**src/rtl/mem_arbiter.sv**
```systemverilog
// rtl/mem_arbiter.sv - two-requester (fetch / load-store) arbiter in front of a single-ported RAM
`timescale 1ns/1ps
module mem_arbiter #(
  parameter int ADDR_W     = 32,
  parameter int DATA_W     = 32,
  parameter int STARVE_MAX = 4,
  parameter int TIMEOUT    = 255
) (
  input  logic              clk_in,
  input  logic              n_rst_in,
  // instruction-fetch requester
  input  logic              if_req_in,
  input  logic [ADDR_W-1:0] if_addr_in,
  output logic [DATA_W-1:0] if_data_out,
  output logic              if_ack_out,
  // load/store requester
  input  logic              mem_req_in,
  input  logic              mem_we_in,
  input  logic [ADDR_W-1:0] mem_addr_in,
  input  logic [DATA_W-1:0] mem_wdata_in,
  output logic [DATA_W-1:0] mem_rdata_out,
  output logic              mem_ack_out,
  // RAM port
  output logic              ram_req_out,
  output logic              ram_we_out,
  output logic [ADDR_W-1:0] ram_addr_out,
  output logic [DATA_W-1:0] ram_wdata_out,
  input  logic [DATA_W-1:0] ram_rdata_in,
  input  logic              ram_ready_in,
  // status
  output logic              stall_if_out,
  output logic              stall_mem_out,
  output logic              err_timeout_out
);

  localparam int SW = (STARVE_MAX < 2) ? 1 : $clog2(STARVE_MAX + 1);
  localparam int TW = (TIMEOUT < 2) ? 1 : $clog2(TIMEOUT + 1);
  localparam logic [SW-1:0] STARVE_LIM = SW'(STARVE_MAX);
  // the abort fires on the wait cycle that brings the count to TIMEOUT
  localparam logic [TW-1:0] WAIT_LAST  = TW'((TIMEOUT > 0) ? TIMEOUT - 1 : 0);

  typedef enum logic [1:0] {
    IDLE     = 2'd0,
    BUSY_IF  = 2'd1,
    BUSY_MEM = 2'd2,
    ACK      = 2'd3
  } state_t;

  state_t          state;
  logic [SW-1:0]   starve_cnt;
  logic [TW-1:0]   wait_cnt;
  logic            pick_if;

  // MEM normally wins; IF wins when alone or once MEM has starved it STARVE_MAX times
  assign pick_if = if_req_in && (!mem_req_in || (starve_cnt == STARVE_LIM));

  // a requester is stalled whenever it asks and is not being acked this cycle
  assign stall_if_out  = if_req_in  & ~if_ack_out;
  assign stall_mem_out = mem_req_in & ~mem_ack_out;

  // arbitration FSM with every RAM-side and requester-side output registered
  always_ff @(posedge clk_in or negedge n_rst_in) begin
    if (!n_rst_in) begin
      state           <= IDLE;
      starve_cnt      <= '0;
      wait_cnt        <= '0;
      ram_req_out     <= 1'b0;
      ram_we_out      <= 1'b0;
      ram_addr_out    <= '0;
      ram_wdata_out   <= '0;
      if_data_out     <= '0;
      if_ack_out      <= 1'b0;
      mem_rdata_out   <= '0;
      mem_ack_out     <= 1'b0;
      err_timeout_out <= 1'b0;
    end else begin
      if_ack_out  <= 1'b0;
      mem_ack_out <= 1'b0;
      case (state)
        IDLE: begin
          if (if_req_in || mem_req_in) begin
            ram_req_out <= 1'b1;
            wait_cnt    <= '0;
            if (pick_if) begin
              state         <= BUSY_IF;
              ram_we_out    <= 1'b0;
              ram_addr_out  <= if_addr_in;
              ram_wdata_out <= '0;
              starve_cnt    <= '0;
            end else begin
              state         <= BUSY_MEM;
              ram_we_out    <= mem_we_in;
              ram_addr_out  <= mem_addr_in;
              ram_wdata_out <= mem_wdata_in;
              if (!if_req_in) begin
                starve_cnt <= '0;
              end else if (starve_cnt != STARVE_LIM) begin
                starve_cnt <= starve_cnt + 1'b1;
              end
            end
          end
        end
        BUSY_IF, BUSY_MEM: begin
          if (ram_ready_in) begin
            ram_req_out <= 1'b0;
            state       <= ACK;
            if (state == BUSY_IF) begin
              if_ack_out  <= 1'b1;
              if_data_out <= ram_rdata_in;
            end else begin
              mem_ack_out <= 1'b1;
              // a store returns no data, so the last load result is kept
              if (!ram_we_out) mem_rdata_out <= ram_rdata_in;
            end
          end else if ((TIMEOUT != 0) && (wait_cnt == WAIT_LAST)) begin
            ram_req_out     <= 1'b0;
            state           <= ACK;
            err_timeout_out <= 1'b1;
            if (state == BUSY_IF) begin
              if_ack_out  <= 1'b1;
              if_data_out <= '0;
            end else begin
              mem_ack_out   <= 1'b1;
              mem_rdata_out <= '0;
            end
          end else begin
            wait_cnt <= wait_cnt + 1'b1;
          end
        end
        ACK: begin
          // the acked requester gets this cycle to drop its request
          state    <= IDLE;
          wait_cnt <= '0;
        end
        default: state <= IDLE;
      endcase
    end
  end

endmodule

```
**config.mk**
```make
export PLATFORM = sky130hd
export DESIGN_NAME = mem_arbiter
export DESIGN_NICKNAME = d
export VERILOG_FILES = /design/src/rtl/mem_arbiter.sv
export SDC_FILE = /design/constraint.sdc
export NUM_CORES = 1
export LEC_CHECK = 0
export ABC_AREA = 1
export CORE_UTILIZATION = 45
export DETAILED_ROUTE_END_ITERATION = 12
export DONT_BUFFER_PORTS = 1
export GPL_TIMING_DRIVEN = 0
export SLEW_MARGIN = 10
export SYNTH_ARGS = -nofsm -noshare
export SYNTH_HDL_FRONTEND = slang
export SYNTH_SLANG_ARGS = --single-unit
export TNS_END_PERCENT = 20
```
**constraint.sdc**
```tcl
create_clock -name clk_in -period 1.6 [get_ports clk_in]
set_input_delay 0.16 -clock clk_in [delete_from_list [all_inputs] [get_ports clk_in]]
set_output_delay 0.16 -clock clk_in [all_outputs]
set_load 0.01 [all_outputs]
```
======== Word-level counts from Yosys, hierarchy flattened ========
Index checks and enable logic that the tools add are counted.
word-level totals
  input bits .............................. 134
  bits in writable memories ............... 0
  memories ................................ 0
  output and inout bits ................... 135
  register bits ........................... 146
  word-level logic and storage cells ...... 84
  ROM bits ................................ 0
  latch bits .............................. 0
operators by class
  shift-type cells ........................ 0
  reduce and logical (&&, ||, !) cells .... 16
  add/sub/neg operators ................... 2
  eq/ne operators ......................... 12
  multipliers ............................. 0
  order comparisons ....................... 0
  div/mod/pow operators ................... 0
  bitwise operators ....................... 6
  multiplexer cells ....................... 36
operators with widths
  operator                                                count
  two-way mux 32 bit                                      11
  two-way mux 8 bit                                       3
  one-hot mux 8 bit (3 select lines)                      1
  AND reduction 3 bit                                     5
  two-way mux 1 bit                                       12
  two-way mux 3 bit                                       3
  adder 8 x 1 -> 8 bit (second input constant)            1
  equality test 8 bit (second input constant)             1
  two-way mux 2 bit                                       4
  inequality test 2 bit (second input constant)           4
  inequality test 3 bit (second input constant)           2
  one-hot mux 2 bit (3 select lines)                      1
  equality test 2 bit (second input constant)             2
  NOT 1 bit                                               4
  AND reduction 2 bit                                     2
  AND reduction 4 bit                                     1
  nonzero test 2 bit                                      2
  adder 3 x 1 -> 3 bit (second input constant)            1
  equality test 3 bit (second input constant)             1
  inequality test 3 x 1 -> 1 bit (second input constant)  1
  bitwise AND 1 bit                                       2
  equality test 2 x 1 -> 1 bit (second input constant)    1
  logical NOT 2 bit                                       1
  logical OR 1 bit                                        2
  4 further kinds                                         4

======== Depth between registers and ports, before layout ========
Gate-level depths: netlist of run 1.
  depth in word-level cells ............... 6
  gate-level depth with buffers ........... 11
  gate-level depth less buffers ........... 9

======== Worst setup path before layout of run 1 ========
OpenSTA, ideal clock, no wires.
  kind .................................... reg-to-reg
  start ................................... register wait_cnt[0]
  end ..................................... register mem_rdata_out[21]
  stages on the path, launching flop included .. 12
  slack ................................... 0.076 ns
  buffers on the path ..................... 2
  arrival ................................. 1.407 ns
  data required time ...................... 1.483 ns
  clock period less this slack ............ 1.524 ns
  library setup time ...................... 0.117 ns
  cell sequence ........................... dfrtp_1 > inv_1 > ha_1 > nand2_1 > nor2_1 > nand3_2 > nand2_1 > buf_6 > nand2_4 > buf_6 > nand2_1 > nand2_1
on the way
  longest elaborated chain between the ends .. 3
RTL lines
  element                               RTL line  RTL
  start: declaration                    51        logic [TW-1:0] wait_cnt;
  start signal: assignment              127       wait_cnt <= wait_cnt + 1'b1;
  equality test 8 bit                   115       end else if ((TIMEOUT != 0) && (wait_cnt == WAIT_LAST)) begin
  nonzero test 2 bit (no source line)   n/a
  AND reduction 4 bit (no source line)  n/a
  end signal: assignment                113       if (!ram_we_out) mem_rdata_out <= ram_rdata_in;
  end: declaration                      21        output logic [DATA_W-1:0] mem_rdata_out,
Every way passes these cells.
A chain may end at the register's enable or synchronous reset.

======== Worst setup path in the final report of run 1 ========
  start ................................... register wait_cnt[0]
  end ..................................... register mem_rdata_out[2]
Same word-level chain as after synthesis.

==> impl_results.md, run 1 <==
* Routed vias/inst at 5.305
* Layout area overhead at 39.85%
* Failing checks: negative hold slack, negative setup slack
* Synth warnings at 0
* First DRT Iteration DRCs at 316
* GRT Resource Usage Total at 26.12%
* Final Skew at 0.009231 ns
* Final Hold Viols at 146
* Largest cells by area after synthesis: dfrtp_1, nand2_1, nand3_1
* Initial core utilization at 46.62%
* Placement Setup Slack at -0.3157 ns
* Fmax at 623.7 MHz
* PortBufs at 0
* Yosys top cell by area: dfrtp_1
* Placed instance count at 963
* Seq cells post-synth at 146
* # IOs at 269
* Endpoint type of the worst setup path: flip-flop
* CTS HTree Levels at 4
* First-pass GRT wire length at 30.01 mm
* Die H at 122.4 um
* Final #Nets at 1084
* Cell Rows at 43
* Avg WL per Cell at 17.46 um
* Post-synth top cells: nand2_1, dfrtp_1, nand3_1
* CTS Sinks at 146
* Core Area at 13990 um^2
* Post-layout min period at 1.603 ns
* Crit path top cell by count: nand2_2
* Worst slew margin at 66.71%
* Hold slack at -0.5645 ns
* GRT overflow at 0
* Final instance area at 9120 um^2
* Post-synth ARST share at 100.0%
* Crit path buffers/inverters at 3
* Final period util at 100.2%
* Tightest Pin Transition at 0.4994 ns
* CP max stage delay at 0.39 ns
* CTS root buf: clkbuf_16
* Mapped cell area at 6521 um^2
* Slowest cell on the critical path: dfrtp_1
* Critical-path maximum fanout at 8
* Placed Instance Area at 6746 um^2
* Clk pin slew, worst setup/hold paths at 0.07 ns
* Hold_buf cts at 129
* ANT nets after route at 0
* Status: complete, but fails checks
* Critical path cell sequence: inv_2 > ha_4 > nand2_4 > nor2_4 > nand3_2 > nand2_2 > buf_8 > nand2_8 > clkbuf_16 > nand2_2 > nand2_1
* Setup violators final at 3
* Diode count at 0
* Hold Path Class: in2async
* Fraction of layout instances using a drive strength above 1 at 14.75%
* Cells after Synth at 783
* Antenna violations before repair at 0
* Top delay family on crit path: simple AND/OR/NAND/NOR gates
* Crit path kind: reg2reg
* Clk_lat worst skew at 0.42 ns
* Die area at 14980 um^2
* Sequential cell area at 3654 um^2
* 1st-pass router iterations at 4
* Total CTS buffers at 17
* CP required at 1.92 ns
* Startpoint Class: flip-flop
* RSZ-0062 raised after global routing: true
* Multi-input combinational cell area at 2629 um^2
* CP arrival at 1.92 ns
* Register area share after synthesis at 56.02%
* DP Wirelength at 12.72 mm
* Drt drc at 0
* Count of final max-slew check failures at 0
* Vias in the first global route at 6112
* Ys flop type: dfrtp_1
* CTS max path bufs at 2
* Final wirelength at 19.83 mm
* Final Non-Filler Cells at 1136
* P_leak at 4.557 nW
* Post-synth EDFFs at 0
* Worst VDD drop at 939.7 uV
* Post-synth cell types at 27
* Worst setup margin at -0.003364 ns
* Die W at 122.4 um
* Yosys top cell area share at 56.02%
* CTS tree: built
* Largest net degree at the start of global routing at 147
* Most common cell in the netlist: nand2_1
* DR vias at 6026
* FILL cells at 1105
* MaxCap Viol Count at 0
* Reg2Reg Launch Point: wait_cnt[0]
* CP startpoint: wait_cnt[0]
* Avg Cell Area, Syn at 8.329 um^2
* Cell Pwr Density at 1895 nW/um^2
* Synthesized net count at 924
* GP Congestion at 0.7999
[per-layer routing]
layer	part of all wire, %	GRT usage [%]
met3	9.2	9.247
met1	39	30.30
met5	0	0
met4	3.1	11.43
met2	49	43.47
[area by class of cell]
| cell class | count | share of cell area [%] |
|---|---|---|
| flip-flops and latches | 146 | 40.06 |
| multi-input cells | 546 | 28.82 |
| repair buffers | 143 | 16.01 |
| clock buffers | 17 | 4.665 |
| plain buffers | 49 | 3.979 |
| well taps | 180 | 2.469 |
| clock inverters | 15 | 2.250 |
| inverters | 40 | 1.742 |
[what timing repair did]
item,in CTS,in global routing
cloned,1,2
endpoints found under the setup margin,143,138
pin swaps,3,8
gates resized for setup,34,91
endpoints found under the hold margin,272,146
setup buffers,6,5
[stage by stage]
stage | setup TNS (ns) | utilization [%] | hold WS, ns | power (W)
after floorplan | 0 | - | -0.1356 | 0.01022
after global placement | -16.09 | 48.23 | -0.1314 | 0.01145
after detailed placement | -19.98 | 48.23 | -0.1299 | 0.01171
after CTS | -0.2408 | 62.96 | -0.5780 | 0.01659
after global routing | -2.206 | 65.20 | -0.5867 | 0.01842
final | -0.007903 | 65.20 | -0.5645 | 0.01729
[cell usage in the layout, fill, tap and decap left out, types with 5 or more instances in the layout]
master	n
nand2_1	271
dfrtp_1	146
dlygate4sd3_1	129
nand3_1	84
a21oi_1	61
nor2_1	39
inv_1	34
nand2_2	21
clkbuf_16	19
buf_4	18
nand4_1	13
o21ai_0	13
nand3b_1	11
clkbuf_2	10
buf_6	9
buf_2	7
clkinvlp_4	7
clkbuf_1	6
clkbuf_4	5
a21oi_2	5
[worst paths after layout]
path                                      to  slack [ns]  cells after the start
setup / recovery            mem_rdata_out[2]      -0.003                     11
hold / removal             ram_wdata_out[16]       -0.56                      0
setup reg to reg            mem_rdata_out[2]      -0.003                     11
hold reg to reg                starve_cnt[2]        0.47                      1
max in group asynchronous  mem_rdata_out[26]        1.98                      0
min in group clk_in           if_data_out[0]        0.04                      4
[worst register-to-register path, cell delays in order, from the launching register on]
cell,delay [ns]
dfrtp_1,0.39
inv_2,0.09
ha_4,0.14
nand2_4,0.05
nor2_4,0.10
nand3_2,0.09
nand2_2,0.10
buf_8,0.15
nand2_8,0.10
clkbuf_16,0.19
nand2_2,0.05
nand2_1,0.05
[registers in the layout, summed over array words and instances, names as in the netlist]
name / cells
starve_cnt: 3
wait_cnt: 8
mem_ack_out: 1
if_data_out: 32
ram_wdata_out: 32
mem_rdata_out: 32
err_timeout_out: 1
state: 2
if_ack_out: 1
ram_addr_out: 32
ram_we_out: 1
ram_req_out: 1
[cell families after synthesis]
group	synth area share, %
simple gates	29.16
flops	56.02
buf+inv	6.351
compound gates	6.965
fa+ha+maj	1.343
mux	0.1535
[power breakdown]
group / internal (W) / switching [W]
sequential: 0.00526 / 0.00201
combinational: 0.00241 / 0.00337
clock: 0.00262 / 0.00162
No activity file was read; power rests on OpenSTA's default activity.
==> run 2: changes to the inputs <==
- CORE_ASPECT_RATIO: not set -> 0.7
- SKIP_LAST_GASP: not set -> 1
==> run 2 against run 1 <==
Against the previous run: the flow still finishes with violations (negative hold slack, negative setup slack); setup slack got worse by 0.040 ns; combinational power fell by 5.9%; clock power fell by 10%; first-iteration DRC count rose by 39%; register-to-register slack got worse by 0.04 ns; largest power group unchanged; final cell count rose by 0.44%; worst hold slack got worse by 0.0067 ns; wire length fell by 0.81%; power fell by 4.5%; via count rose by 0.30%; die area barely moved.
==> impl_results.md, run 2 (synthesized netlist as in run 1, its figures left out) <==
* # IOs at 269 (unchanged)
* Critical-path maximum fanout at 7 (-1)
* Hold_buf cts at 130 (+0.78%)
* CTS root buf: clkbuf_16
* Clk pin slew, worst setup/hold paths at 0.06 ns (about the same)
* Avg WL per Cell at 17.24 um (-1.2%)
* CTS HTree Levels at 4 (unchanged)
* Setup violators final at 31 (+28)
* Placed instance count at 973 (+1.0%)
* Die H at 102.7 um (-16%)
* Crit path kind: reg2reg
* Final Non-Filler Cells at 1141 (+0.44%)
* Drt drc at 0 (unchanged)
* Final Skew at 0.007229 ns (-0.002002 ns)
* Reg2Reg Launch Point: wait_cnt[0]
* Layout area overhead at 36.80%
* CTS tree: built
* Crit path buffers/inverters at 3 (unchanged)
* PortBufs at 0 (unchanged)
* Endpoint type of the worst setup path: flip-flop
* Most frequent cells in the layout: nand2_1, dfrtp_1, dlygate4sd3_1
* First DRT Iteration DRCs at 438 (+39%)
* Initial core utilization at 46.55% (-0.067 points)
* FILL cells at 1135 (+2.7%)
* MaxCap Viol Count at 0 (unchanged)
* 1st-pass router iterations at 6 (+2)
* RSZ-0062 raised after global routing: true
* CTS max path bufs at 2 (unchanged)
* Hold Path Class: in2async
* Die W at 145.9 um (+19%)
* Vias in the first global route at 5724 (-6.3%)
* Clk_lat worst skew at 0.42 ns (about the same)
* DP Wirelength at 12.68 mm (-0.28%)
* Failing checks: negative hold slack, negative setup slack
* Worst reg-to-reg path cell count at 11 (unchanged)
* Slowest cell on the critical path: dfrtp_1
* Fmax at 608.4 MHz (-2.5%)
* Largest net degree at the start of global routing at 147 (unchanged)
* GP Congestion at 0.8126 (+1.6%)
* Most common cell after layout, fill and taps aside: nand2_1
* Critical path cell sequence: inv_2 > ha_4 > nand2_4 > nor2_4 > nand3_2 > nand2_2 > buf_6 > nand2_8 > clkbuf_16 > nand2_1 > nand2_1
* DR vias at 6044 (+0.30%)
* GRT Resource Usage Total at 25.67% (-0.45 points)
* R2R Setup Slk at -0.04 ns (-0.04 ns)
* CP arrival at 1.96 ns (+0.04 ns)
* Status: complete, but fails checks
* First-pass GRT wire length at 29.75 mm (-0.88%)
* Hold slack at -0.5712 ns (-0.006732 ns)
* Core Area at 14010 um^2 (+0.14%)
* Final period util at 102.7% (+2.5 points)
* Fraction of layout instances using a drive strength above 1 at 12.51% (-2.2 points)
* CP max stage delay at 0.39 ns (about the same)
* Final Hold Viols at 146 (unchanged)
* GRT overflow at 0 (unchanged)
* Cell Pwr Density at 1849 nW/um^2 (-2.4%)
* Count of final max-slew check failures at 0 (unchanged)
* CTS Sinks at 146 (unchanged)
* Final wirelength at 19.67 mm (-0.81%)
* Final instance area at 8921 um^2 (-2.2%)
* Worst setup margin at -0.04379 ns (-0.04043 ns)
* P_leak at 4.481 nW (-1.7%)
* RR Endpoint: mem_rdata_out[27]
* Top delay family on crit path: simple AND/OR/NAND/NOR gates
* Antenna violations before repair at 0 (unchanged)
* Cell Rows at 36 (-16%)
* Worst VDD drop at 817.9 uV (-13%)
* CP required at 1.91 ns (about the same)
* Final #Nets at 1079 (-0.46%)
* Placed Instance Area at 6759 um^2 (+0.19%)
* Diode count at 0 (unchanged)
* Post-layout min period at 1.644 ns (+0.04043 ns)
* Crit path top cell by count: nand2_1
* Die area at 14990 um^2 (about the same)
* Total CTS buffers at 17 (unchanged)
* Worst slew margin at 68.12% (+1.4 points)
* Routed vias/inst at 5.297 (-0.14%)
* CP startpoint: wait_cnt[0]
* Tightest Pin Transition at 0.4782 ns (-0.02123 ns)
* Startpoint Class: flip-flop
* ANT nets after route at 0 (unchanged)
-- run 2: how the worst max path moves through the flow --
| stage | to | depth (start not counted) | slack, ns |
|---|---|---|---|
| after floorplan | mem_rdata_out[21] | 11 | 0.08 |
| after global placement | mem_rdata_out[31] | 6 | -0.27 |
| after detailed placement | mem_rdata_out[12] | 7 | -0.33 |
| after CTS | starve_cnt[2] | 8 | -0.05 |
| after global routing | mem_rdata_out[24] | 11 | -0.13 |
| final | mem_rdata_out[27] | 11 | -0.04 |
-- run 2: report_power, final --
part | switching [W] | internal, W
combinational | 0.00328 | 0.00216
sequential | 0.00201 | 0.00526
clock | 0.00172 | 0.00207
total | 0.00701 | 0.00949
-- run 2: area by class of cell --
class | instances | area [um^2] | share of cell area [%]
Buffer | 50 | 345.3 | 3.871
Clock buffer | 18 | 439.2 | 4.923
Clock inverter | 14 | 122.6 | 1.374
Inverter | 40 | 156.4 | 1.753
Multi-Input combinational cell | 546 | 2579 | 28.91
Sequential cell | 146 | 3655 | 40.97
Tap cell | 190 | 237.7 | 2.665
Timing Repair Buffer | 137 | 1386 | 15.54
-- run 2: repair_timing --
action | in CTS | in global routing
cloned | 1 | 2
pin swaps | 0 | 7
buffers inserted | 2 | 2
hold endpoints to repair | 275 | 146
endpoints found under the setup margin | 141 | 141
gates resized for setup | 29 | 60
-- run 2: metrics by stage --
stage                     power [W]  setup TNS [ns]  setup WS, ns  utilization (%)
after floorplan             0.01022               0       0.07644                -
after global placement      0.01144          -14.81       -0.2733            48.25
after detailed placement    0.01168          -19.84       -0.3255            48.25
after CTS                   0.01595         -0.7419      -0.05245            62.08
after global routing        0.01755          -5.769       -0.1268            63.68
final                       0.01650         -0.6528      -0.04379            63.68
-- run 2: metal layers --
metal  track usage [%]  share of wire, %  up-vias
li1                  -                 -     2819
met1             33.12                41     2902
met2             40.23                48      271
met3             7.478               7.8       52
met4             12.55               2.7        0
met5                 0                 0        -
==> run 3: changes to the inputs <==
- SETUP_SLACK_MARGIN: not set -> 0.2
==> run 3 against run 2 <==
Against the previous run: the flow finishes with violations (negative hold slack); power grew 5.9%; sequential share of layout area decreased by 1.6 points; die area stayed put; critical path depth down 2; final cell count increased by 2.0%; clock power is essentially flat; critical endpoint is now mem_rdata_out[1]; largest cell class unchanged; largest power group unchanged.
==> impl_results.md, run 3 (synthesized netlist as in run 1, its figures left out) <==
* Initial core utilization at 46.55% (unchanged)
* RR Endpoint: mem_rdata_out[1]
* Post-layout min period at 1.593 ns (-0.05112 ns)
* Final wirelength at 20.59 mm (+4.7%)
* Cell Pwr Density at 1883 nW/um^2 (+1.8%)
* Diode count at 0 (unchanged)
* CP startpoint: state[0]
* CTS tree: built
* Worst slew margin at 64.42% (-3.7 points)
* Fraction of layout instances using a drive strength above 1 at 15.20% (+2.7 points)
* RSZ-0062 raised after global routing: true
* Vias in the first global route at 5807 (+1.5%)
* Layout area overhead at 42.31%
* Cell Rows at 36 (unchanged)
* Reg2Reg Launch Point: state[0]
* P_leak at 4.630 nW (+3.3%)
* DP Wirelength at 12.71 mm (+0.19%)
* Crit path top cell by count: buf_8
* Routed vias/inst at 5.365 (+1.3%)
* CP max stage delay at 0.38 ns (about the same)
* PortBufs at 0 (unchanged)
* Core Area at 14010 um^2 (unchanged)
* First-pass GRT wire length at 30.25 mm (+1.7%)
* Final Skew at 0.007440 ns (+0.0002111 ns)
* Slowest cell on the critical path: dfrtp_1
* Worst VDD drop at 820.3 uV (+0.30%)
* Crit path kind: reg2reg
* CTS HTree Levels at 4 (unchanged)
* CTS max path bufs at 2 (unchanged)
* R2R Setup Slk at 0.007 ns (+0.05 ns)
* Hold Path Class: in2async
* Status: complete, but fails checks
* Clk pin slew, worst setup/hold paths at 0.07 ns (about the same)
* Die H at 102.7 um (unchanged)
* Antenna violations before repair at 0 (unchanged)
* First DRT Iteration DRCs at 491 (+12%)
* Critical path cell sequence: inv_2 > ha_4 > nand3_2 > nand2_4 > buf_8 > buf_8 > buf_6 > nand3_1 > nand2_1
* Placed instance count at 973 (unchanged)
* Final Non-Filler Cells at 1164 (+2.0%)
* Most frequent cells in the layout: nand2_1, dfrtp_1, dlygate4sd3_1
* Finished Core Util at 66.25% (+2.6 points)
* Crit path buffers/inverters at 4 (+1)
* GRT Resource Usage Total at 26.54% (+0.87 points)
* FILL cells at 1064 (-6.3%)
* Final period util at 99.54% (-3.2 points)
* Fmax at 627.9 MHz (+3.2%)
* Tightest Pin Transition at 0.5338 ns (+0.05558 ns)
* Clk_lat worst skew at 0.43 ns (about the same)
* ANT nets after route at 0 (unchanged)
* CTS root buf: clkbuf_16
* GRT overflow at 0 (unchanged)
* Startpoint Class: flip-flop
* 1st-pass router iterations at 5 (-1)
* Count of final max-slew check failures at 0 (unchanged)
* Hold_buf cts at 130 (unchanged)
* Top delay family on crit path: buffers and inverters
* # IOs at 269 (unchanged)
* Crit. path cell count at 9 (-2)
* MaxCap Viol Count at 0 (unchanged)
* Drt drc at 0 (unchanged)
* CP required at 1.96 ns (+0.05 ns)
* Largest net degree at the start of global routing at 147 (unchanged)
* Most common cell after layout, fill and taps aside: nand2_1
* Critical-path maximum fanout at 5 (-2)
* Worst reg-to-reg path cell count at 9 (-2)
* Failing checks: negative hold slack
* Final #Nets at 1102 (+2.1%)
* Setup TNS at 0 ns (+0.6528 ns)
* Hold slack at -0.5768 ns (-0.005606 ns)
* CP arrival at 1.95 ns (about the same)
* CP endpoint: mem_rdata_out[1]
* GP Congestion at 0.8111 (-0.18%)
* Die W at 145.9 um (unchanged)
* CTS Sinks at 146 (unchanged)
* Endpoint type of the worst setup path: flip-flop
* Avg WL per Cell at 17.69 um (+2.6%)
* Total CTS buffers at 17 (unchanged)
* Final Hold Viols at 146 (unchanged)
* Setup violators final at 0 (-100%)
* Die area at 14990 um^2 (unchanged)
* DR vias at 6245 (+3.3%)
==> run 3: worst reg2reg max path, cell delays in order, from the launching register on <==
cell and delay, ns:
dfrtp_1 0.38, inv_2 0.07, ha_4 0.30, nand3_2 0.11, nand2_4 0.11, buf_8 0.13, buf_8 0.13, buf_6 0.13
nand3_1 0.08, nand2_1 0.08
==> run 3: worst min-delay path by stage <==
| stage | from | to | cells after the start |
|---|---|---|---|
| floorplan | n_rst_in | err_timeout_out | 0 |
| global placement | n_rst_in | mem_rdata_out[28] | 0 |
| detailed placement | n_rst_in | mem_rdata_out[28] | 0 |
| CTS | n_rst_in | mem_rdata_out[29] | 0 |
| global route | n_rst_in | mem_rdata_out[26] | 0 |
| finish | n_rst_in | mem_rdata_out[26] | 0 |
==> run 3: metal layers <==
layer  GRT usage, %  up-vias  wire length (um)
met5              0        -                 0
met4          11.82        0               534
met3          7.920       55              1805
met2          41.48      312              9602
met1          34.60     3003              8649
li1               -     2875                 -
==> run 3: power by group <==
| part | internal (W) | switching, W | leakage [nW] | total, W |
|---|---|---|---|---|
| Sequential | 0.00526 | 0.00200 | 1.84 | 0.00726 |
| Clock | 0.00219 | 0.00163 | 0.258 | 0.00382 |
| Combinational | 0.00280 | 0.00359 | 2.53 | 0.00639 |
==> run 3: metrics by stage <==
stage | setup slack [ns] | cell area, um^2 | hold WS (ns) | power [W]
floorplan | 0.1363 | 6533 | -0.1356 | 0.01026
global placement | -0.1156 | 6770 | -0.1327 | 0.01150
detailed placement | -0.2012 | 6770 | -0.1323 | 0.01171
CTS | 0.01119 | 9054 | -0.5945 | 0.01688
global route | -0.07779 | 9280 | -0.6023 | 0.01849
finish | 0.007329 | 9280 | -0.5768 | 0.01747
==> run 3: area by class of cell <==
| cell class | instances | area, um^2 | share of cell area (%) |
|---|---|---|---|
| plain buffers | 51 | 404.1 | 4.355 |
| clock buffers | 18 | 439.2 | 4.732 |
| clock inverters | 14 | 131.4 | 1.416 |
| inverters | 40 | 153.9 | 1.658 |
| multi-input cells | 546 | 2618 | 28.21 |
| flip-flops and latches | 146 | 3654 | 39.37 |
| well taps | 190 | 237.7 | 2.562 |
| repair buffers | 159 | 1643 | 17.70 |
==> run 3: what timing repair did <==
item | in CTS | in global routing
gates resized for setup | 65 | 41
pin swaps | 3 | 8
gates cloned | 5 | 4
setup buffers | 17 | 3
setup endpoints to repair | 145 | 146
hold endpoints to repair | 276 | 146
